## config.mk

```make
export PLATFORM = sky130hd
export DESIGN_NAME = reg_scoreboard_flat
export DESIGN_NICKNAME = d
export VERILOG_FILES = /design/src/rtl/reg_scoreboard_if.sv /design/src/rtl/reg_scoreboard.sv /design/src/flat_wrapper.sv
export SDC_FILE = /design/constraint.sdc
export NUM_CORES = 1
export LEC_CHECK = 0
export ABC_AREA = 0
export BUFFER_PORTS_ARGS = -buffer_cell sky130_fd_sc_hd__clkbuf_2
export CELL_PAD_IN_SITES_DETAIL_PLACEMENT = 0
export CELL_PAD_IN_SITES_GLOBAL_PLACEMENT = 1
export CORE_UTILIZATION = 42
export DETAILED_ROUTE_END_ITERATION = 6
export PLACE_DENSITY = 0.79
export SLEW_MARGIN = 30
export SYNTH_ARGS = -nofsm -noshare
export SYNTH_HDL_FRONTEND = slang
export SYNTH_SLANG_ARGS = --single-unit
```

## constraint.sdc

```tcl
create_clock -name clk -period 3.9 [get_ports clk]
set_input_delay 0.78 -clock clk [delete_from_list [all_inputs] [get_ports clk]]
set_output_delay 0.78 -clock clk [all_outputs]
set_load 0.05 [all_outputs]
```

## src/rtl/reg_scoreboard_if.sv

```systemverilog
// Issue/writeback handshake bundle between decode/issue, writeback and the
// register scoreboard. The decode side is the master; the scoreboard is the slave.
interface reg_scoreboard_if #(
    parameter int IDX_W = 5
);
    logic             issue_valid;
    logic [IDX_W-1:0] issue_rn;
    logic             issue_rn_used;
    logic [IDX_W-1:0] issue_rm;
    logic             issue_rm_used;
    logic [IDX_W-1:0] issue_rd;
    logic             issue_rd_used;
    logic             wb_valid;
    logic [IDX_W-1:0] wb_rd;
    logic             issue_stall;
    logic             issue_accept;

    modport master (
        output issue_valid, issue_rn, issue_rn_used, issue_rm, issue_rm_used,
               issue_rd, issue_rd_used, wb_valid, wb_rd,
        input  issue_stall, issue_accept
    );

    modport slave (
        input  issue_valid, issue_rn, issue_rn_used, issue_rm, issue_rm_used,
               issue_rd, issue_rd_used, wb_valid, wb_rd,
        output issue_stall, issue_accept
    );
endinterface

```

## src/rtl/reg_scoreboard.sv

```systemverilog
// Per-register pending-write scoreboard with combinational RAW/saturation stall.
// Optional SCOREBOARD_WB_BYPASS_EN lets a source clear on its final same-cycle writeback.
module reg_scoreboard #(
    parameter int NUM_REGS = 32,
    parameter int CNT_W    = 2,
    parameter int ZERO_REG = 31
) (
    input  logic                clk,
    input  logic                reset,
    reg_scoreboard_if.slave     sb,
    output logic [NUM_REGS-1:0] busy,
    output logic                idle,
    output logic                underflow_err
);
    localparam int              IDX_W   = $clog2(NUM_REGS);
    localparam logic [CNT_W-1:0] CNT_MAX = {CNT_W{1'b1}};
    localparam logic [CNT_W-1:0] CNT_ONE = CNT_W'(1);

    logic [NUM_REGS-1:0] src_pending;
    logic [NUM_REGS-1:0] sat;
    logic [NUM_REGS-1:0] uf_hit;
    logic [NUM_REGS-1:0] nonzero_next;
    logic                rn_hazard;
    logic                rm_hazard;
    logic                rd_sat;
    logic                stall;

    generate
        for (genvar gi = 0; gi < NUM_REGS; gi++) begin : g_reg
            if (gi == ZERO_REG) begin : g_zero
                assign src_pending[gi]  = 1'b0;
                assign sat[gi]          = 1'b0;
                assign uf_hit[gi]       = 1'b0;
                assign nonzero_next[gi] = 1'b0;
            end else begin : g_track
                logic [CNT_W-1:0] cnt_reg;
                logic [CNT_W-1:0] cnt_next;
                logic             wb_hit;
                logic             inc;
                logic             dec;

                assign wb_hit = sb.wb_valid & (sb.wb_rd == IDX_W'(gi));
                assign inc    = sb.issue_accept & sb.issue_rd_used & (sb.issue_rd == IDX_W'(gi));
                // An empty counter never decrements; that case is reported as underflow instead.
                assign dec    = wb_hit & (cnt_reg != '0);

                always_comb begin
                    cnt_next = cnt_reg;
                    if (inc && !dec) begin
                        cnt_next = cnt_reg + CNT_ONE;
                    end else if (dec && !inc) begin
                        cnt_next = cnt_reg - CNT_ONE;
                    end
                end

                always_ff @(posedge clk) begin
                    if (reset) begin
                        cnt_reg <= '0;
                    end else begin
                        cnt_reg <= cnt_next;
                    end
                end

                assign uf_hit[gi]       = wb_hit & (cnt_reg == '0);
                assign sat[gi]          = (cnt_reg == CNT_MAX);
                assign nonzero_next[gi] = (cnt_next != '0);
`ifdef SCOREBOARD_WB_BYPASS_EN
                // The final outstanding write landing this cycle is forwarded by the register file.
                assign src_pending[gi]  = (cnt_reg != '0) & ~(wb_hit & (cnt_reg == CNT_ONE));
`else
                assign src_pending[gi]  = (cnt_reg != '0);
`endif
            end
        end
    endgenerate

    assign rn_hazard = sb.issue_rn_used & src_pending[sb.issue_rn];
    assign rm_hazard = sb.issue_rm_used & src_pending[sb.issue_rm];
    assign rd_sat    = sb.issue_rd_used & sat[sb.issue_rd];
    assign stall     = sb.issue_valid & (rn_hazard | rm_hazard | rd_sat);

    assign sb.issue_stall  = stall;
    assign sb.issue_accept = sb.issue_valid & ~stall;

    always_ff @(posedge clk) begin
        if (reset) begin
            busy          <= '0;
            idle          <= 1'b1;
            underflow_err <= 1'b0;
        end else begin
            busy          <= nonzero_next;
            idle          <= ~|nonzero_next;
            underflow_err <= underflow_err | (|uf_hit);
        end
    end
endmodule
```

## src/flat_wrapper.sv

```systemverilog
// flat-port wrapper written by rule: the top's interface ports become plain ports
module reg_scoreboard_flat 
#(
    parameter int NUM_REGS = 32,
    parameter int CNT_W    = 2,
    parameter int ZERO_REG = 31
)
  (clk, reset, busy, idle, underflow_err, sb_issue_valid, sb_issue_rn, sb_issue_rn_used, sb_issue_rm, sb_issue_rm_used, sb_issue_rd, sb_issue_rd_used, sb_wb_valid, sb_wb_rd, sb_issue_stall, sb_issue_accept);
  reg_scoreboard_if sb_i ();
  input  logic clk;
  input  logic reset;
  output logic [NUM_REGS-1:0] busy;
  output logic idle;
  output logic underflow_err;
  input wire logic [$bits(sb_i.issue_valid)-1:0] sb_issue_valid;
  input wire logic [$bits(sb_i.issue_rn)-1:0] sb_issue_rn;
  input wire logic [$bits(sb_i.issue_rn_used)-1:0] sb_issue_rn_used;
  input wire logic [$bits(sb_i.issue_rm)-1:0] sb_issue_rm;
  input wire logic [$bits(sb_i.issue_rm_used)-1:0] sb_issue_rm_used;
  input wire logic [$bits(sb_i.issue_rd)-1:0] sb_issue_rd;
  input wire logic [$bits(sb_i.issue_rd_used)-1:0] sb_issue_rd_used;
  input wire logic [$bits(sb_i.wb_valid)-1:0] sb_wb_valid;
  input wire logic [$bits(sb_i.wb_rd)-1:0] sb_wb_rd;
  output wire logic [$bits(sb_i.issue_stall)-1:0] sb_issue_stall;
  output wire logic [$bits(sb_i.issue_accept)-1:0] sb_issue_accept;
  assign sb_i.issue_valid = sb_issue_valid;
  assign sb_i.issue_rn = sb_issue_rn;
  assign sb_i.issue_rn_used = sb_issue_rn_used;
  assign sb_i.issue_rm = sb_issue_rm;
  assign sb_i.issue_rm_used = sb_issue_rm_used;
  assign sb_i.issue_rd = sb_issue_rd;
  assign sb_i.issue_rd_used = sb_issue_rd_used;
  assign sb_i.wb_valid = sb_wb_valid;
  assign sb_i.wb_rd = sb_wb_rd;
  assign sb_issue_stall = sb_i.issue_stall;
  assign sb_issue_accept = sb_i.issue_accept;
  reg_scoreboard #(.NUM_REGS(NUM_REGS), .CNT_W(CNT_W), .ZERO_REG(ZERO_REG)) u_core (.clk(clk), .reset(reset), .sb(sb_i), .busy(busy), .idle(idle), .underflow_err(underflow_err));
endmodule
```

==> results_dict.tcl <==
set metrics [dict create \
    cts-buffers-inserted 9 \
    final_nets 1287 \
    grt_use_total_pct 30.45 \
    critPathMaxFanout 8 \
    design_area_um2 10870 \
    slew_violations 0 \
    min_path_type "reg2reg" \
    clock-root-buffer "clkbuf_16" \
    die_x_um 138.9 \
    cap_viol_max_count 0 \
    syn2layout_area_growth_pct 38.06 \
    setup_viol 0 \
    fmax_mhz 257.7 \
    fin_crit_ps 3880 \
    fp-row-count 49 \
    status "finished, violations left" \
    cts_tree "built" \
    die_y_um 138.9 \
    synthFlopType "dfxtp_1" \
    async_flop_share_pct 0 \
    htree_levels 3 \
    period_share_pct 99.50 \
    gp_congestion 1.004 \
    ir_drop_mv 0.2179 \
    routed_wl_um 29090 \
    grt_pass1_vias 7908 \
    synth_top_area_share_pct 24.15 \
    initial_core_util_pct 43.39 \
    drive_gt1_share_pct 36.24 \
    rsz0062_at_grt "yes" \
    hold_violations 0 \
    cts.sink_count 95 \
    cp_num_buf_inv 2 \
    antenna_left 0 \
    skew_ps 7.449 \
    clk_pin_slew_worst_paths_ps 70 \
    tightest_slew_ps 743.1 \
    syn_nets 1026 \
    numPlacedInstances 1401 \
    cp_slowest_cell "or4_4" \
    cp.required_ps 4170 \
    dp_hpwl_um 23590 \
    avgSynthCellArea_um2 8.403 \
    yosys-top-cells-count "95 x dfxtp_1, 92 x inv_1, 77 x nor2_1" \
    dr_total_vias 8100 \
    ios 63 \
    crit_top_cell "or4_4" \
    placed_area_um2 9970 \
    ys.warnings.count 0 \
    via_per_inst 5.656 \
    power_density_nw_per_um2 237.6 \
    synth_cells 937 \
    critPathTopFamily "simple AND/OR/NAND/NOR gates" \
    timing_worst_setup_path_type "in2reg" \
    synth.area.top_cells "dfxtp_1 24%, ha_1 9.9%, xnor2_1 5.8%" \
    synth_edf_count 0 \
    synth_cell_types 84 \
    final_cells 1432 \
    cts_buffer_depth 2 \
    start_kind "primary input" \
    end_kind "flop" \
    wl_per_cell_um 20.32 \
    drc 5 \
    arrival_ps 4150 \
    relSlewSlack_pct 50.08 \
    core_um2 18150 \
    num-fill-cells 1599 \
    overflow 0 \
    portBuffers 61 \
    leakage_nw 4.333 \
    synth_seq_cells 95 \
    crit_chain "buf_12 -> mux4_2 -> o22ai_4 -> nor3_4 -> buf_6 -> or4_4 -> or4_4 -> maj3_2 -> mux2i_4 -> and4_1 -> nand4_1 -> o41ai_2" \
    grt_pass1_wl_um 44330 \
    power.total_mw 2.583 \
    antenna_found_initial 2 \
    firstDrtPassIters 7 \
    slowest_delay_ps 570 \
    die_area_um2 19300 \
    ys_seq_area_share_pct 24.15 \
    syn-cell-area_um2 7874 \
    clk_latency_ps 360 \
    antenna_cells 0 \
    synth_most_common_cell "dfxtp_1" \
    synth.largest_area_cell "dfxtp_1" \
    largest_register_ffs 62 \
    violations "design-rule violations" \
    grt_max_degree 47 \
    drt_iter0_markers 652 \
]
## cell families after synthesis
logic type | synth area share (%)
multiplexers | 10.06
other | 0.04763
AND/OR/NAND/NOR | 25.74
AO/OA/AOI/OAI | 13.19
flip-flops | 24.15
XOR/XNOR | 6.452
buffers and inverters | 7.675
adder cells (fa/ha/maj) | 12.68
## what timing repair did
action	CTS	global route
hold buffers	0	0
pin swaps	17	21
endpoints found under the setup margin	3	3
resized for setup	57	51
buffers inserted	10	6
## path summary, 6_finish.rpt
check                                                               startpoint                                              to  slack, ps  cells past startpoint
worst max-delay path                                            sb_issue_rd[1]                          u_core.idle$_SDFF_PP1_         20                     12
worst min-delay path            u_core.g_reg[28].g_track.cnt_reg[1]$_SDFF_PP0_  u_core.g_reg[28].g_track.cnt_reg[1]$_SDFF_PP0_        530                      2
worst max register to register   u_core.g_reg[2].g_track.cnt_reg[0]$_SDFF_PP0_                          u_core.idle$_SDFF_PP1_         40                     12
worst min register to register  u_core.g_reg[28].g_track.cnt_reg[1]$_SDFF_PP0_  u_core.g_reg[28].g_track.cnt_reg[1]$_SDFF_PP0_        530                      2
## metal layers
metal,GRT usage [%],up-vias,part of all wire (%)
met3,7.044,58,8.7
met5,0,-,0.031
li1,-,3882,-
met1,39.20,3799,43
met2,49.18,359,45
met4,12.16,2,3.0
## metrics by stage
step,hold WS [ps],worst slack (ps),TNS (ps),util [%]
2_1_floorplan,483.6,-45.73,-45.73,-
6_report,528.6,19.60,0,59.90
3_3_place_gp,515.0,-508.6,-1028,54.94
3_5_place_dp,522.7,-635.1,-2357,54.94
4_1_cts,532.8,0.2229,0,58.64
5_1_grt,559.6,-91.01,-91.01,59.90
## cells in the final DEF, fill, tap and decap left out, types with 13 or more instances in the layout
cell      netlist  routed
a21oi_1        43      43
buf_4           5     224
clkbuf_2        0      53
dfxtp_1        95      89
ha_1           62      39
ha_2            0      18
inv_1          92      91
maj3_1         20      19
mux2i_1        35      31
mux4_2         15      15
nand2_1        36      35
nand2b_1       14      14
nand3_1        27      27
nand4_1        20      20
nor2_1         77      75
nor3_1         52      51
o21ai_0        15      14
or2_2          13      13
or3_1          26      25
xnor2_1        52      50
## final cells by class
type | instances | area (µm²) | share of cell area [%]
Multi-Input combinational cell | 699 | 5731 | 52.72
Timing Repair Buffer | 301 | 2267 | 20.86
Sequential cell | 95 | 1909 | 17.56
Inverter | 92 | 345.3 | 3.177
Tap cell | 229 | 286.5 | 2.636
Clock buffer | 11 | 252.7 | 2.325
Clock inverter | 5 | 78.83 | 0.7251
## worst register-to-register path: stages (launching register included)
cell and delay, ps:
dfxtp_1 340, ha_1 230, mux4_2 490, o22ai_4 210, nor3_4 80, buf_6 120, or4_4 570, or4_4 560
maj3_2 340, mux2i_4 190, and4_1 220, nand4_1 100, o41ai_2 320
## where the power goes
group          internal [mW]  switching, mW
Sequential             0.993         0.0146
Combinational          0.238          0.336
Clock                  0.597          0.404
Power figures use the tool's default switching activity.
